**src/rtl/main_controller.sv**
```systemverilog
// Multicycle RV32I-subset control FSM: Moore outputs per state, with FETCH/MEMWRITE handshakes on mem_ready.
// Optional build macro TRAP_ILLEGAL_EN: illegal instructions park in HALT instead of falling back to FETCH.
module main_controller (
  input  logic       clk,
  input  logic       reset,
  input  logic [6:0] op,
  input  logic [2:0] func3,
  input  logic       func7b5,
  input  logic       Zero,
  input  logic       Negative,
  input  logic       Carry,
  input  logic       Overflow,
  input  logic       mem_ready,
  output logic       RegWrite,
  output logic       IRWrite,
  output logic       AdrSrc,
  output logic       PCWrite,
  output logic       MemWrite,
  output logic [1:0] ResultSrc,
  output logic [1:0] ALUSrcA,
  output logic [1:0] ALUSrcB,
  output logic [2:0] ImmSrc,
  output logic [2:0] ALUControl,
  output logic       illegal_instr
);

  localparam logic [6:0] OP_LOAD  = 7'b0000011;
  localparam logic [6:0] OP_STORE = 7'b0100011;
  localparam logic [6:0] OP_R     = 7'b0110011;
  localparam logic [6:0] OP_I     = 7'b0010011;
  localparam logic [6:0] OP_BR    = 7'b1100011;
  localparam logic [6:0] OP_JAL   = 7'b1101111;
  localparam logic [6:0] OP_JALR  = 7'b1100111;
  localparam logic [6:0] OP_LUI   = 7'b0110111;
  localparam logic [6:0] OP_AUIPC = 7'b0010111;

  localparam logic [2:0] IMM_I = 3'd0;
  localparam logic [2:0] IMM_S = 3'd1;
  localparam logic [2:0] IMM_B = 3'd2;
  localparam logic [2:0] IMM_J = 3'd3;
  localparam logic [2:0] IMM_U = 3'd4;

  localparam logic [2:0] ALU_ADD  = 3'd0;
  localparam logic [2:0] ALU_SUB  = 3'd1;
  localparam logic [2:0] ALU_AND  = 3'd2;
  localparam logic [2:0] ALU_OR   = 3'd3;
  localparam logic [2:0] ALU_XOR  = 3'd4;
  localparam logic [2:0] ALU_SLT  = 3'd5;
  localparam logic [2:0] ALU_SLTU = 3'd6;
  localparam logic [2:0] ALU_PASS = 3'd7;

  localparam logic [1:0] SRCA_PC = 2'd0, SRCA_OLDPC = 2'd1, SRCA_A = 2'd2;
  localparam logic [1:0] SRCB_WD = 2'd0, SRCB_IMM = 2'd1, SRCB_FOUR = 2'd2;
  localparam logic [1:0] RES_ALUOUT = 2'd0, RES_DATA = 2'd1, RES_ALURESULT = 2'd2;

  typedef enum logic [3:0] {
    FETCH, DECODE, MEMADR, MEMREAD, MEMWB, MEMWRITE, EXECR, EXECI,
    ALUWB, BRANCH, JAL, JALR1, JALR2, LUI
`ifdef TRAP_ILLEGAL_EN
    , HALT
`endif
  } state_t;

`ifdef TRAP_ILLEGAL_EN
  localparam state_t TRAP_STATE = HALT;
`else
  localparam state_t TRAP_STATE = FETCH;
`endif

  state_t     state_q, state_d;
  logic       illegalOp;
  logic       branchTaken;
  logic [2:0] aluSel;

  always_ff @(posedge clk) begin
    if (reset) state_q <= FETCH;
    else       state_q <= state_d;
  end

  // Legality is judged once in DECODE so the execute states never see a bad func3.
  always_comb begin
    illegalOp = 1'b0;
    case (op)
      OP_R, OP_I: illegalOp = (func3 == 3'b001) || (func3 == 3'b101);
      OP_BR:      illegalOp = (func3 == 3'b010) || (func3 == 3'b011);
      OP_LOAD, OP_STORE, OP_JAL, OP_JALR, OP_LUI, OP_AUIPC: illegalOp = 1'b0;
      default:    illegalOp = 1'b1;
    endcase
  end

  always_comb begin
    aluSel = ALU_ADD;
    case (func3)
      3'b000:  aluSel = (state_q == EXECR && func7b5) ? ALU_SUB : ALU_ADD;
      3'b010:  aluSel = ALU_SLT;
      3'b011:  aluSel = ALU_SLTU;
      3'b100:  aluSel = ALU_XOR;
      3'b110:  aluSel = ALU_OR;
      3'b111:  aluSel = ALU_AND;
      default: aluSel = ALU_ADD;
    endcase
  end

  // Carry=1 after SUB means no borrow, i.e. rs1 >= rs2 unsigned.
  always_comb begin
    branchTaken = 1'b0;
    case (func3)
      3'b000:  branchTaken = Zero;
      3'b001:  branchTaken = !Zero;
      3'b100:  branchTaken = Negative ^ Overflow;
      3'b101:  branchTaken = !(Negative ^ Overflow);
      3'b110:  branchTaken = !Carry;
      3'b111:  branchTaken = Carry;
      default: branchTaken = 1'b0;
    endcase
  end

  always_comb begin
    state_d       = state_q;
    RegWrite      = 1'b0;
    IRWrite       = 1'b0;
    AdrSrc        = 1'b0;
    PCWrite       = 1'b0;
    MemWrite      = 1'b0;
    ResultSrc     = RES_ALUOUT;
    ALUSrcA       = SRCA_PC;
    ALUSrcB       = SRCB_WD;
    ImmSrc        = IMM_I;
    ALUControl    = ALU_ADD;
    illegal_instr = 1'b0;
    case (state_q)
      FETCH: begin
        ALUSrcB   = SRCB_FOUR;
        ResultSrc = RES_ALURESULT;
        IRWrite   = mem_ready;
        PCWrite   = mem_ready;
        if (mem_ready) state_d = DECODE;
      end
      DECODE: begin
        ALUSrcA = SRCA_OLDPC;
        ALUSrcB = SRCB_IMM;
        case (op)
          OP_BR:    ImmSrc = IMM_B;
          OP_JAL:   ImmSrc = IMM_J;
          OP_AUIPC: ImmSrc = IMM_U;
          default:  ImmSrc = IMM_I;
        endcase
        if (illegalOp) state_d = TRAP_STATE;
        else begin
          case (op)
            OP_LOAD, OP_STORE: state_d = MEMADR;
            OP_R:              state_d = EXECR;
            OP_I:              state_d = EXECI;
            OP_BR:             state_d = BRANCH;
            OP_JAL:            state_d = JAL;
            OP_JALR:           state_d = JALR1;
            OP_LUI:            state_d = LUI;
            default:           state_d = ALUWB;
          endcase
        end
      end
      MEMADR: begin
        ALUSrcA = SRCA_A;
        ALUSrcB = SRCB_IMM;
        if (op == OP_STORE) begin
          ImmSrc  = IMM_S;
          state_d = MEMWRITE;
        end else begin
          state_d = MEMREAD;
        end
      end
      MEMREAD: begin
        AdrSrc = 1'b1;
        if (mem_ready) state_d = MEMWB;
      end
      MEMWB: begin
        ResultSrc = RES_DATA;
        RegWrite  = 1'b1;
        state_d   = FETCH;
      end
      MEMWRITE: begin
        AdrSrc   = 1'b1;
        MemWrite = 1'b1;
        if (mem_ready) state_d = FETCH;
      end
      EXECR: begin
        ALUSrcA    = SRCA_A;
        ALUControl = aluSel;
        state_d    = ALUWB;
      end
      EXECI: begin
        ALUSrcA    = SRCA_A;
        ALUSrcB    = SRCB_IMM;
        ALUControl = aluSel;
        state_d    = ALUWB;
      end
      ALUWB: begin
        RegWrite = 1'b1;
        state_d  = FETCH;
      end
      BRANCH: begin
        ALUSrcA    = SRCA_A;
        ALUControl = ALU_SUB;
        PCWrite    = branchTaken;
        state_d    = FETCH;
      end
      JAL, JALR2: begin
        ALUSrcA = SRCA_OLDPC;
        ALUSrcB = SRCB_FOUR;
        PCWrite = 1'b1;
        state_d = ALUWB;
      end
      JALR1: begin
        ALUSrcA = SRCA_A;
        ALUSrcB = SRCB_IMM;
        state_d = JALR2;
      end
      LUI: begin
        ALUSrcB    = SRCB_IMM;
        ImmSrc     = IMM_U;
        ALUControl = ALU_PASS;
        state_d    = ALUWB;
      end
`ifdef TRAP_ILLEGAL_EN
      HALT: begin
        illegal_instr = 1'b1;
        state_d       = HALT;
      end
`endif
      default: state_d = FETCH;
    endcase
    // Reset wins over whatever state the register currently holds.
    if (reset) begin
      RegWrite      = 1'b0;
      IRWrite       = 1'b0;
      PCWrite       = 1'b0;
      MemWrite      = 1'b0;
      illegal_instr = 1'b0;
    end
  end

endmodule
```
**config.mk**
```make
export PLATFORM = sky130hd
export DESIGN_NAME = main_controller
export DESIGN_NICKNAME = d
export VERILOG_FILES = /design/src/rtl/main_controller.sv
export SDC_FILE = /design/constraint.sdc
export NUM_CORES = 1
export LEC_CHECK = 0
export CAP_MARGIN = 20
export CORE_MARGIN = 4
export CORE_UTILIZATION = 38
export DETAILED_ROUTE_END_ITERATION = 6
export GPL_ROUTABILITY_DRIVEN = 1
export PLACE_DENSITY = 0.87
export SYNTH_ARGS = -nofsm -noshare
export SYNTH_HDL_FRONTEND = slang
export SYNTH_SLANG_ARGS = --single-unit
```
**constraint.sdc**
```tcl
create_clock -name clk -period 2.8 [get_ports clk]
set_clock_uncertainty 0.2 [all_clocks]
set_input_delay 0.7 -clock clk [delete_from_list [all_inputs] [get_ports clk]]
set_output_delay 0.7 -clock clk [all_outputs]
set_load 0.02 [all_outputs]
```
* Word level (Yosys, flattened, before mapping)
Cells that the tools add are included.
** Storage, ports and cells
- Flip-flop bits (word level) :: 4
- Bits in latches :: 0
- Bits in writable memories :: 0
- ROM bits :: 0
- Bits of input ports :: 18
- Output and inout bits :: 18
- Logic and storage cells :: 82
- Memories kept :: 0
** Cells by class
- $add $sub $neg :: 0
- $mul :: 0
- Div/mod/pow operators :: 0
- Order comparisons :: 0
- Equal/unequal tests :: 32
- Shift operators :: 0
- Muxes and demuxes :: 27
- Bitwise operators :: 1
- Reduce and logical (&&, ||, !) cells :: 21
** Operator list (number)
- one-hot mux 4 bit (7 select lines) :: 2
- one-hot mux 3 bit (3 select lines) :: 3
- == test 4 bit, second input constant :: 6
- == test 7 x 6 -> 1 bit, second input constant :: 3
- == test 7 bit, second input constant :: 3
- one-hot mux 3 bit (6 select lines) :: 1
- == test 4 x 3 -> 1 bit, second input constant :: 4
- 2-to-1 mux 4 bit :: 4
- OR reduction 5 bit :: 3
- == test 7 x 5 -> 1 bit, second input constant :: 2
- == test 3 bit, second input constant :: 4
- one-hot mux 2 bit (2 select lines) :: 3
- OR reduction 2 bit :: 6
- 2-to-1 mux 1 bit :: 10
- == test 4 x 2 -> 1 bit, second input constant :: 2
- == test 7 x 2 -> 1 bit, second input constant :: 1
- == test 3 x 2 -> 1 bit, second input constant :: 2
- inequality test 2 bit, second input constant :: 3
- one-hot mux 1 bit (3 select lines) :: 2
- one-hot mux 1 bit (6 select lines) :: 1
- OR reduction 3 bit :: 2
- OR reduction 6 bit :: 1
- == test 4 x 1 -> 1 bit, second input constant :: 1
- zero test 4 bit :: 1
- other kinds (8) :: 11

* Logic depth before layout (Yosys ltp)
- Word-level depth :: 5
- Gate-level depth with buffers :: 6

* Least setup slack after synthesis
Ideal clock, no wire load.
- Path type :: input to output
- Start point :: input op[2]
- End point :: output ImmSrc[0]
- Arrival :: 2226 ps
- Data required time :: 1900 ps
- Slack :: -326 ps
- Cell stages on the path :: 6
- Path through :: buf_6 > or2_1 > buf_6 > or4_4 > or4_4 > o21ai_0
** Between the ends
- Word-level cells in the longest chain between the ends :: 3
- Elaborated cells on any way between the ends :: 7
- Classes of those cells :: eq/ne: 4; mux: 3
** Ends and longest elaborated chain
- start: declaration :: RTL line 6 : input logic [6:0] op,
- == test 7 x 5 -> 1 bit (tied with other cells) :: RTL line 142 : case (op)
- one-hot mux 3 bit (3 select lines) or 2-to-1 mux 1 bit (tied branches) :: RTL line 142, 165
- one-hot mux 3 bit (3 select lines) (*) :: RTL line 131 : case (state_q)
- end: declaration :: RTL line 22 : output logic [2:0] ImmSrc,
Every way passes the cells marked *; elsewhere a longest branch is shown, timed or not.

* Worst setup path in the final report
- Start point :: input op[3]
- End point :: output ImmSrc[0]
The elaborated chain is that of the path after synthesis.

==> results.md <==
- CTS root buf: clkbuf_4
- Placer congestion estimate: ~0.95
- Vias per cell: around 5.7
- Unrepaired setup endpoints after global routing: yes
- # rows: 16
- Hold crit path type: reg2reg
- Sink Count: 4
- Post-synthesis compound-gate area fraction: between 30% and 40%
- Hpwl dp: 2220 um
- Critical Path Max Stage Delay: 0.45 ns
- R2R Path Start: state_q[3]
- ANT cells: 0
- Pwr Total: between 0.2 and 0.3 mW
- Clock Tree Buf Depth: 2
- Combinational family with the most area after synthesis: simple AND/OR/NAND/NOR gates
- Max Cap Viol: 0
- Outcome: finished, violations left
- Mapped Cells: about 130
- Logic pwr share: 49.8%
- VDD IR max: approximately 0.13 mV
- Critical Path Sink Type: primary output
- Family with the most delay on the worst path: simple AND/OR/NAND/NOR gates
- GRT met1 Usage: a little under a quarter
- DP Area: between 1000 and 1500 sq um
- Lkg Pwr: between 0.6 and 0.7 nW
- Reg2Reg Setup Slack: about 0.85 ns
- Layout Nets: 202
- Die area: between 3000 and 4000 sq um
- Min-delay src: state_q[0]
- Busiest grt layer: met2
- Register Area: between 80 and 90 sq um
- Pwr/cell area: 179 nW/um^2
- Ys flop type: dfxtp_1
- Die width: 55.2 um
- Internal: about 0.18 mW
- Async SR Flop Fraction: 0%
- CTS tree: built
- Final Non-Filler Cells: between 200 and 250
- Setup WS pre-CTS: -1.03 ns
- CTS Buf Count: 3
- R2R depth: 4
- Final worst slack: -0.223 ns
- Synth cell types: 49
- Skew-Pair Late Insertion Delay: approximately 0.23 ns
- Slew Viols, Final: 0
- M2 GR Usage: 34.1%
- Final Core Density: a little over 70%
- # H-tree levels: 1
- Hold path endpoint: state_q[2]
- Flops & latches, synth: 4
- Multiplexer share of the synthesized area: between 1 and 1.5%
- Biggest regs: state_q: 4 flops
- Dpl cells: between 200 and 250
- TritonRoute pass-1 iters: 4
- Initial DRC count: 36
- Post-Syn Nets: around 140
- Post-Synth XOR/XNOR Area: 5.17%
- Post-CTS Hold Fix Bufs: 0
- Hold Slack: around 0.41 ns
- Simple-gate share of the synthesized area: a little over two fifths
- Largest Register: state_q
- Seq/Total Area, Yosys: a little under a tenth
- Syn-to-layout area delta: 74.6%
- # DRC: 0
- Maximum number of pins on one net before global-route repair: 17
- Startpoint Class: input port
- CTS clk-pin slew, worst paths: roughly 0.04 ns
- Final Critical Period: between 3 and 4 ns
- First-pass GRT wire length: 4920 um
- Initial Utilization: between 40% and 50%
- Global Route Usage Sum: between 10% and 20%
- Via Count: 1188
- CP Data Required Time: about 1.9 ns
- Final wirelength: approximately 3200 um
- Worst Path Arrival: between 2 and 2.5 ns
- Final hold violations: 0
- Final period util: 108%
- Core Box Area: roughly 2000 sq um
- Layout cells sized above 1: 38.5%
- Warnings from Yosys: 0
- Slowest CP cell: or4_4
- Final Cell Area: about 1500 sq um
- Met3 usage in global routing: about 1.9%
- CP Cell Sequence: buf_6 > or2_1 > or4_4 > or4_4 > o21ai_4 > buf_6
- Multi-input logic area: roughly 800 sq um
- Die Y: between 50 and 60 um
- Clk pwr share: 27.0%
- Fin Setup TNS: -0.223 ns
- Post-synth EDFFs: 0
- Crit Reg-Reg Endpoint: state_q[2]
- Failing checks: setup timing
- WP buf/inv: 2
- DR WL/cell: ~15 um
- Adder-Cell Fraction of Synth Area: 0%
- Sequential share of power: about 23%
- # setup viols final: 1
- Hold Path Cell Cnt: 2
- Initial antenna violation count: 0
- Max Fanout on Critical Path: 2
- Switching share of power: 33.5%
- GR Overflow Total: 0
- Switch Pwr: just under 0.09 mW
- Fill cell count: 162
- Crit Path Category: in2out
- Port Buffers: 34
- Achievable Freq: between 300 and 400 MHz
- Max reg flops: 4
- Vias in the first global route: 1102
- Avg Cell Area, Syn: roughly 6.7 sq um
- Post-Synthesis Cell Area: approximately 850 sq um
- I/O pin count: 36
- Final antenna-violating net count: 0
[routing by layer]
metal / share of wire (%) / wire length [um]
met5: 0 / 0
met4: 0.54 / 17
met3: 6.9 / 216
met2: 53 / 1670
met1: 40 / 1250
[worst max-delay path by stage]
stage               start        end  cells past startpoint  slack [ns]
finish              op[3]  ImmSrc[0]                      6       -0.22
detailed placement  op[5]  ImmSrc[0]                      6       -1.03
global route        op[3]  ImmSrc[0]                      6       -0.25
global placement    op[3]  ImmSrc[0]                      6        -1.0
CTS                 op[2]  ImmSrc[0]                      6       -0.35
floorplan           op[2]  ImmSrc[0]                      6       -0.20
[worst register-to-register path, delay by kind of cell (launching register included)]
kind               cells  cell delay [ns]
AOI/OAI and AO/OA      1             0.24
DFF                    1             0.33
and+or+nand+nor        3             1.10
[power groups by stage]
stage               combinational [mW]  sequential, mW  clock (mW)
CTS                              0.123          0.0611      0.0716
global route                     0.141          0.0615      0.0761
floorplan                       0.0588          0.0599           0
detailed placement               0.123          0.0619           0
global placement                 0.120          0.0620           0
finish                           0.132          0.0614      0.0714
[cell usage after synthesis (2+ instances only)]
cell	number	area share, %
buf_1	2	0.89
nor3b_1	3	2.7
o211ai_1	3	2.7
or2_2	2	1.5
nor3_1	3	1.8
nand2b_1	7	5.2
nor4_1	3	2.2
nand3b_1	3	2.7
xnor2_1	4	4.1
nor2b_1	5	3.7
and3_1	2	1.5
buf_6	2	2.7
or4_4	2	2.7
o32ai_1	4	4.1
a21oi_1	12	7.1
nand2_1	13	5.8
nor2_1	9	4.0
dfxtp_1	4	9.5
clkbuf_1	8	3.5
o21ai_0	6	3.5
[placed cells by master, fill, tap and decap left out, types with 2 or more instances in the layout]
cell type	n
buf_6	7
dlymetal6s2s_1	2
a21oi_1	10
dfxtp_1	2
nand2b_4	2
nand2_1	12
o32ai_1	4
a21oi_2	2
clkdlybuf4s50_1	7
or2_2	2
clkdlybuf4s15_2	2
nor3b_1	3
xnor2_1	4
nand2b_1	5
o211ai_1	3
or4_4	2
and3_1	2
clkbuf_2	6
nor2_1	9
buf_4	30
buf_2	2
o21ai_0	4
nor3_1	2
dlygate4sd2_1	10
nand3b_1	3
dfxtp_2	2
nor2b_1	4
nor4_1	2
clkbuf_4	3
[cell type report]
type | count | share of cell area [%]
timing repair buffer | 67 | 37.8
sequential | 4 | 5.58
tap | 27 | 2.28
clock buffer | 3 | 1.52
multi-input combinational | 107 | 52.5
inverter | 1 | 0.254
[repair_timing]
item,4_1_cts,5_1_grt
buffers inserted,4,1
pin swaps,11,8
resized for setup,63,24
endpoints found under the setup margin,12,11
[cell families (layout without fill, tap and decap cells)]
group	after synthesis	in the layout
other cells	1	1
buf+inv	15	71
mux	1	1
simple gates	61	61
flops	4	4
xor+xnor	5	5
compound gates	39	39
No activity file was read; power rests on OpenSTA's default activity.
